**src/rtl/pwm_pkg.sv**
```systemverilog
// pwm_pkg: shared types and constants for the PWM capture block.
//   pwm_cap_state_t : measurement FSM state (IDLE, HIGH, LOW)
//   PWM_CNT_W_DEF   : default width of tick counters and measurement outputs
package pwm_pkg;

    localparam int PWM_CNT_W_DEF = 16;

    typedef enum logic [1:0] {
        IDLE = 2'd0,
        HIGH = 2'd1,
        LOW  = 2'd2
    } pwm_cap_state_t;

endpackage

```
**src/rtl/pwm_in_sync.sv**
```systemverilog
// pwm_in_sync: brings the asynchronous PWM pin into the clk domain and
// derives single-cycle edge strobes from the synchronized level.
//   clk    in  system clock
//   rst    in  asynchronous active-high reset
//   pwm_in in  asynchronous PWM input
//   level  out synchronized level (second synchronizer flop, s2)
//   rise   out s2 high while the previous s2 was low
//   fall   out s2 low while the previous s2 was high
module pwm_in_sync (
    input  logic clk,
    input  logic rst,
    input  logic pwm_in,
    output logic level,
    output logic rise,
    output logic fall
);

    logic s1;
    logic s2;
    logic prev;

    always_ff @(posedge clk or posedge rst) begin
        if (rst) begin
            s1   <= 1'b0;
            s2   <= 1'b0;
            prev <= 1'b0;
        end else begin
            s1   <= pwm_in;
            s2   <= s1;
            prev <= s2;
        end
    end

    // rise and fall are mutually exclusive by construction.
    assign level = s2;
    assign rise  = s2 & ~prev;
    assign fall  = ~s2 & prev;

endmodule

```
**src/rtl/pwm_capture.sv**
```systemverilog
// pwm_capture: measures high time and period of an incoming PWM waveform in
// prescaled clock ticks.
//   clk         in  system clock
//   rst         in  asynchronous active-high reset
//   pwm_in      in  asynchronous PWM input
//   divisor     in  prescale value; one tick every divisor+1 clocks
//   high_time   out ticks the last complete period spent high
//   period      out ticks from one rising edge to the next
//   valid       out one-cycle strobe; high_time/period update in that cycle
//   stuck       out period counter saturated without an edge
//   stuck_level out synchronized input level when stuck was set
//   state_dbg   out current measurement FSM state
//
// Handshake: valid is a pure strobe with no ready/back-pressure. Whenever
// valid is 1, high_time and period carry a fresh measurement in that same
// cycle; they hold their values at all other times.
module pwm_capture
    import pwm_pkg::*;
#(
    parameter int CNT_W = PWM_CNT_W_DEF
) (
    input  logic             clk,
    input  logic             rst,
    input  logic             pwm_in,
    input  logic [5:0]       divisor,
    output logic [CNT_W-1:0] high_time,
    output logic [CNT_W-1:0] period,
    output logic             valid,
    output logic             stuck,
    output logic             stuck_level,
    output pwm_cap_state_t   state_dbg
);

    logic level;
    logic rise;
    logic fall;

    pwm_in_sync u_sync (
        .clk    (clk),
        .rst    (rst),
        .pwm_in (pwm_in),
        .level  (level),
        .rise   (rise),
        .fall   (fall)
    );

    // Prescaler: tick while the down-counter is zero, then reload. The
    // divisor is only looked at on reload, so a change lands cleanly.
    logic [5:0] pre_cnt;
    logic       tick;

    assign tick = (pre_cnt == 6'd0);

    always_ff @(posedge clk or posedge rst) begin
        if (rst) begin
            pre_cnt <= 6'd0;
        end else if (tick) begin
            pre_cnt <= divisor;
        end else begin
            pre_cnt <= pre_cnt - 6'd1;
        end
    end

    // Measurement FSM
    pwm_cap_state_t   state;
    pwm_cap_state_t   state_nx;
    logic [CNT_W-1:0] per_cnt;
    logic [CNT_W-1:0] hi_cnt;
    logic             per_max;
    logic             hi_max;
    logic             do_valid;
    logic             set_stuck;

    assign per_max = &per_cnt;
    assign hi_max  = &hi_cnt;

    always_ff @(posedge clk or posedge rst) begin
        if (rst) begin
            state <= IDLE;
        end else begin
            state <= state_nx;
        end
    end

    always_comb begin
        state_nx  = state;
        do_valid  = 1'b0;
        set_stuck = 1'b0;
        case (state)
            IDLE: begin
                // First rise only arms the measurement.
                if (rise) begin
                    state_nx = HIGH;
                end
            end
            HIGH: begin
                // Saturation wins over a coincident fall: the period is
                // already unmeasurable.
                if (per_max && tick) begin
                    set_stuck = 1'b1;
                    state_nx  = IDLE;
                end else if (fall) begin
                    state_nx = LOW;
                end
            end
            LOW: begin
                // A rise closes the period even if the counter reached
                // all-ones in this very cycle.
                if (rise) begin
                    do_valid = 1'b1;
                    state_nx = HIGH;
                end else if (per_max && tick) begin
                    set_stuck = 1'b1;
                    state_nx  = IDLE;
                end
            end
            default: begin
                state_nx = IDLE;
            end
        endcase
    end

    // Tick counters. A rise restarts both; the rise cycle itself counts as
    // one tick when the prescaler fires in it.
    always_ff @(posedge clk or posedge rst) begin
        if (rst) begin
            per_cnt <= '0;
            hi_cnt  <= '0;
        end else if (rise) begin
            per_cnt <= {{(CNT_W-1){1'b0}}, tick};
            hi_cnt  <= {{(CNT_W-1){1'b0}}, tick};
        end else begin
            if (state != IDLE && tick && !per_max) begin
                per_cnt <= per_cnt + {{(CNT_W-1){1'b0}}, 1'b1};
            end
            // The fall cycle belongs to the low phase.
            if (state == HIGH && !fall && tick && !hi_max) begin
                hi_cnt <= hi_cnt + {{(CNT_W-1){1'b0}}, 1'b1};
            end
        end
    end

    // Output registers
    always_ff @(posedge clk or posedge rst) begin
        if (rst) begin
            high_time   <= '0;
            period      <= '0;
            valid       <= 1'b0;
            stuck       <= 1'b0;
            stuck_level <= 1'b0;
        end else begin
            valid <= do_valid;
            if (do_valid) begin
                high_time <= hi_cnt;
                period    <= per_cnt;
            end
            // set_stuck never coincides with rise.
            if (set_stuck) begin
                stuck       <= 1'b1;
                stuck_level <= level;
            end else if (rise) begin
                stuck <= 1'b0;
            end
        end
    end

    assign state_dbg = state;

endmodule

```
**config.mk**
```make
export PLATFORM = sky130hd
export DESIGN_NAME = pwm_capture
export DESIGN_NICKNAME = d
export VERILOG_FILES = /design/src/rtl/pwm_pkg.sv /design/src/rtl/pwm_in_sync.sv /design/src/rtl/pwm_capture.sv
export SDC_FILE = /design/constraint.sdc
export NUM_CORES = 1
export LEC_CHECK = 0
export ABC_AREA = 1
export CAP_MARGIN = 20
export CORE_ASPECT_RATIO = 0.75
export CORE_MARGIN = 1.5
export CORE_UTILIZATION = 56
export CTS_CLUSTER_SIZE = 24
export DETAILED_ROUTE_END_ITERATION = 6
export PLACE_DENSITY = 0.8
export REMOVE_ABC_BUFFERS = 1
export SLEW_MARGIN = 20
export SYNTH_ARGS = -nofsm -noshare
export SYNTH_HDL_FRONTEND = slang
export SYNTH_SLANG_ARGS = --single-unit
```
**constraint.sdc**
```tcl
create_clock -name clk -period 3 [get_ports clk]
set_input_delay 0.45 -clock clk [delete_from_list [all_inputs] [get_ports clk]]
set_output_delay 0.45 -clock clk [all_outputs]
set_load 0.01 [all_outputs]
```
-- Word-level counts from Yosys, hierarchy flattened
Index checks and enable logic that the tools add are counted.
- register bits after elaboration: 78
- bits in latches: 0
- bits in writable memories: 0
- bits in read-only memories: 0
- input port bits: 9
- word-level logic and storage cells: 60
- memories: 0
- add/subtract/negate cells: 3
- multiply operators: 0
- divide/modulo/power cells: 0
- $lt $le $gt $ge: 0
- equal/unequal tests: 5
- shift operators: 0
- mux-type cells: 18
- bitwise logic cells: 4
- reduce and logical (&&, ||, !) cells: 18
- operator list (operator ; number):
    16-bit 2-to-1 mux ; 4
    16-bit by 1-bit adder with 16-bit output, second input constant ; 2
    16-bit AND reduction ; 2
    2-bit 2-to-1 mux ; 5
    2-bit nonzero test ; 4
    1-bit logical AND ; 6
    6-bit logical NOT ; 1
    1-bit 2-to-1 mux ; 6
    6-bit 2-to-1 mux ; 1
    3-bit != test, second input constant ; 2
    2-bit one-hot mux with 3 select lines ; 1
    6-bit by 1-bit subtractor with 6-bit output, second input constant ; 1
    1-bit logical NOT ; 3
    3-bit AND reduction ; 1
    1-bit bitwise AND ; 2
    2-bit by 1-bit == test with 1-bit output, second input constant ; 1
    2-bit == test, second input constant ; 1
    2-bit logical NOT ; 1
    2-bit != test, second input constant ; 1
    1-bit NOT ; 2
    1-bit one-hot mux with 2 select lines ; 1

-- Logic depth before layout (Yosys ltp)
- depth in word-level cells: 8
- mapped depth: 10
- gate-level depth less buffers: 10

-- Hierarchy
Synthesis repeated with hierarchy kept, for this count alone.
- cells, all modules: 494
- area total of the unflattened synthesis: 4011.3 sq um
- by module, submodules not included (module ; instances ; cells an instance ; area an instance (sq um)):
    pwm_capture ; 1 ; 486 ; 3917.5
    pwm_in_sync ; 1 ; 8 ; 93.8

-- Worst setup path before layout
OpenSTA, ideal clock, no wires.
- path type: register -> register
- start: register per_cnt[0]
- end: register per_cnt[13]
- setup time: 0.119 ns
- data arrival time: 1.395 ns
- slack: 1.486 ns
- stages on the path, launching flop included: 10
- period minus slack after synthesis: 1.514 ns
- path through: dfrtp_1 ha_1 inv_1 nor2_4 nand2_4 nor2_8 nor2_8 buf_6 nand4_1 nand2_1
- cells in the longest elaborated chain, start to end: 4
- elaborated cells between the ends (all ways): 7
- classes of those cells: 1 x add/sub; 2 x mux; 4 x reduce/logical
- ends and longest elaborated chain (item ; RTL line ; RTL):
    start: declaration ; pwm_capture.sv:67 ; logic [CNT_W-1:0] per_cnt;
    start signal: assignment ; pwm_capture.sv:130 ; per_cnt <= {{(CNT_W-1){1'b0}}, tick};
    start signal: assignment ; pwm_capture.sv:134 ; per_cnt <= per_cnt + {{(CNT_W-1){1'b0}}, 1'b1};
    branches (longest 4 deep; another with 16-bit by 1-bit adder with 16-bit output) ; - ;
Parallel ways; which one is timed is not known. The select of a mux whose other input is x is not followed.
A chain may end at the register's enable or synchronous reset.

-- Final worst setup path
- start: register pre_cnt[0]
- end: register hi_cnt[0]
- cells in the longest elaborated chain, start to end: 4
- elaborated cells between the ends (all ways): 5
- classes of those cells: 1 x mux; 4 x reduce/logical
- ends and longest elaborated chain (item ; RTL line ; RTL):
    start: declaration ; pwm_capture.sv:49 ; logic [5:0] pre_cnt;
    start signal: assignment ; pwm_capture.sv:58 ; pre_cnt <= divisor;
    start signal: assignment ; pwm_capture.sv:60 ; pre_cnt <= pre_cnt - 6'd1;
    6-bit logical NOT (*) ; pwm_capture.sv:52 ; assign tick = (pre_cnt == 6'd0);
    1-bit logical AND (2 in a row) ; pwm_capture.sv:137 ; if (state == HIGH && !fall && tick && !hi_max) begin
    2-bit nonzero test (no source line) ; - ;
    end signal: assignment ; pwm_capture.sv:131 ; hi_cnt <= {{(CNT_W-1){1'b0}}, tick};
    end signal: assignment ; pwm_capture.sv:138 ; hi_cnt <= hi_cnt + {{(CNT_W-1){1'b0}}, 1'b1};
    end: declaration ; pwm_capture.sv:68 ; logic [CNT_W-1:0] hi_cnt;
Mark *: on every way between the ends. The rest lies on a longest branch, timed or not.

==> flow_metrics.env <==
export IMPL_outcome="finished clean"
export IMPL_rsz0062_at_grt="false"
export IMPL_drt_first_pass_iters=5
export IMPL_worst_pin_slew_ps=673
export IMPL_synth_top_family_by_area="simple AND/OR/NAND/NOR gates"
export IMPL_die_area_um2=7740
export IMPL_clk_path_buf_depth=2
export IMPL_layout_min_cycle_time_ps=2120
export IMPL_cp_required_ps=3280
export IMPL_syn_area_per_cell_um2=8.15
export IMPL_r2r_end="hi_cnt[0]"
export IMPL_nFillCells=580
export IMPL_r2r_cells=8
export IMPL_final_common_cell="nand2_1"
export IMPL_cts_root_buf="clkbuf_8"
export IMPL_clk_pin_slew_worst_paths_ps=80
export IMPL_grt_pass1_vias=3318
export IMPL_start_kind="flop"
export IMPL_synth_fa_ha_area_share_pct=2.17
export IMPL_final_seq_area_um2=1950
export IMPL_cellLeakagePower_nw=2.18
export IMPL_antenna_found_initial=0
export IMPL_synth_compound_area_share_pct=8.08
export IMPL_grt_max_degree=64
export IMPL_area_delta_synth_final_pct=17.6
export IMPL_vdd_ir_drop_max_mv=0.373
export IMPL_arrival_ps=2400
export IMPL_die_height_um=76.6
export IMPL_yosysSeqAreaShare_pct=48.3
export IMPL_relSlewSlack_pct=55.0
export IMPL_r2r_slack_ps=880
export IMPL_post_dp_cell_area_um2=4560
export IMPL_cp_slowest_cell="o21ai_2"
export IMPL_crit_path_max_incr_delay_ps=520
export IMPL_clkLatencyLatePin_ps=350
export IMPL_power_density_nw_per_um2=529
export IMPL_finalSetupViolations=0
export IMPL_io_buffers=45
export IMPL_final_nets=556
export IMPL_crit_type="reg2reg"
export IMPL_finalWirelength_mm=8.91
export IMPL_grt_pass1_wl_mm=15.5
export IMPL_maxSlewViolCount=0
export IMPL_remaining_drc_errors=0
export IMPL_hpwlAfterDp_mm=6.36
export IMPL_rows=26
export IMPL_power_mw=2.51
export IMPL_cp_end_kind="flop"
export IMPL_highest_layer="met4"
export IMPL_synth_xor_area_share_pct=2.17
export IMPL_drt_iter0_markers=371
export IMPL_fin_worst_skew_ps=7.54
export IMPL_m1WireLength_mm=4.30
export IMPL_core_um2=6900
export IMPL_syn_inst=496
export IMPL_hold_viol_final=0
export IMPL_crit_chain="inv_1 > ha_1 > nand3_2 > nor2_4 > nand2_2 > o21ai_2 > nand2_1 > o21ai_2"
export IMPL_multi_input_area_um2=1820
export IMPL_wl_per_cell_um=13.9
export IMPL_layout_common_cells="nand2_1 (156), dfrtp_1 (78), inv_1 (47), clkdlybuf4s50_1 (45), o21ai_0 (41)"
export IMPL_syn_area_um2=4040
export IMPL_hold_class="reg2reg"
export IMPL_stdcell_area_um2=4750
export IMPL_place_congestion=0.949
export IMPL_ant_nets=0
export IMPL_crit_fanout=12
export IMPL_grt_overflow=0
export IMPL_cts_resized=0
export IMPL_setup_tns_ps=0
export IMPL_r2r_start="pre_cnt[0]"
export IMPL_synth_mux_area_share_pct=0
export IMPL_hold_buffers=0
export IMPL_yosys_warnings=0
export IMPL_crit_path_frequent_cell="o21ai_2"
export IMPL_postCtsSetupBuffers=0
export IMPL_numCtsBuffers=9
export IMPL_synthSimpleGateAreaFrac_pct=32.7
export IMPL_antennaDiodeCount=0
export IMPL_period_share_pct=70.6
export IMPL_ios=46
export IMPL_route_met2_wl_mm=3.74
export IMPL_endpoint="hi_cnt[0]"
export IMPL_num_vias=3511
export IMPL_grt_usage_pct=25.6
export IMPL_drv_cap=0
export IMPL_synth_cell_types=25
export IMPL_avgViaCountPerCell=5.47
export IMPL_yosys_register_bits=78
export IMPL_fmax_mhz=472
export IMPL_cts_sinks=78
export IMPL_initial_core_util_pct=58.6
export IMPL_dr_wl_met3_um=712
export IMPL_cts_tree="built"
export IMPL_fp_dieW_um=101
export IMPL_htreeDepth=3
export IMPL_critPathLaunch="pre_cnt[0]"
export IMPL_layout_drive_gt1_share_pct=9.38
metal layers:
metal  up-vias  global-route usage (%)
li1       1699                       -
met1      1644                    37.8
met2       148                    36.2
met3        20                    6.79
met4         0                    8.89
met5         -                       0
worst max-delay path, delay by kind of cell, from the launching register on:
kind,cells,cell delay (ps)
flip-flops,1,380
AO/OA/AOI/OAI,2,600
AND/OR/NAND/NOR,4,720
buffers and inverters,1,110
adder cells (fa/ha/maj),1,220
cell usage after synthesis, drive strengths merged:
master | n | share of area [%]
a21oi | 4 | 0.50
nor2 | 51 | 7.6
inv | 50 | 4.6
nand3 | 29 | 3.8
clkbuf | 6 | 0.56
buf | 8 | 1.4
o21ai | 56 | 7.6
or2 | 2 | 0.31
xor2 | 10 | 2.2
ha | 7 | 2.2
nand2 | 163 | 16
dfrtp | 78 | 48
nand4 | 32 | 5.1
registers in the layout, summed over array words and instances, names as in the netlist, 2 cells and up:
register / flops
pre_cnt: 6
high_time: 16
hi_cnt: 16
period: 16
per_cnt: 16
state_dbg: 2
worst min path at each step:
stage / to / cells past startpoint / slack [ps] / start
floorplan: u_sync.level / 0 / 330 / u_sync.s1
global placement: u_sync.prev / 0 / 360 / u_sync.level
detailed placement: u_sync.prev / 0 / 360 / u_sync.level
CTS: u_sync.prev / 0 / 380 / u_sync.level
global route: u_sync.level / 0 / 400 / u_sync.s1
finish: u_sync.prev / 0 / 380 / u_sync.level
layout make-up:
cell class                      instances  share of cell area [%]
Multi-Input combinational cell        354                    38.4
Inverter                               50                    3.95
Timing Repair Buffer                   47                    10.1
Clock buffer                            9                    2.61
Clock inverter                          6                    1.34
Sequential cell                        78                    41.1
Tap cell                               98                    2.58
cell families (layout without fill, tap and decap cells):
| logic type | after synthesis | after routing |
|---|---|---|
| AOI/OAI and AO/OA | 60 | 60 |
| adders and majority gates | 7 | 7 |
| DFF | 78 | 78 |
| and+or+nand+nor | 277 | 277 |
| buffers and inverters | 64 | 112 |
| xor gates and xnor gates | 10 | 10 |
power breakdown:
group | switching [mW] | leakage, nW | internal [mW] | total [mW]
clock network | 0.391 | 0.0911 | 0.378 | 0.768
registers | 0.0747 | 1.06 | 1.14 | 1.21
logic | 0.335 | 1.03 | 0.199 | 0.534
metrics by stage:
| stage | cells | worst slack (ps) | hold slack, ps | utilization [%] |
|---|---|---|---|---|
| detailed placement | 627 | 924 | 360 | 66.1 |
| global placement | 627 | 1090 | 359 | 66.1 |
| finish | 642 | 882 | 376 | 68.9 |
| CTS | 642 | 905 | 378 | 68.9 |
| global route | 642 | 687 | 396 | 68.9 |
| floorplan | 482 | 555 | 331 | - |
Power figures use the tool's default switching activity.
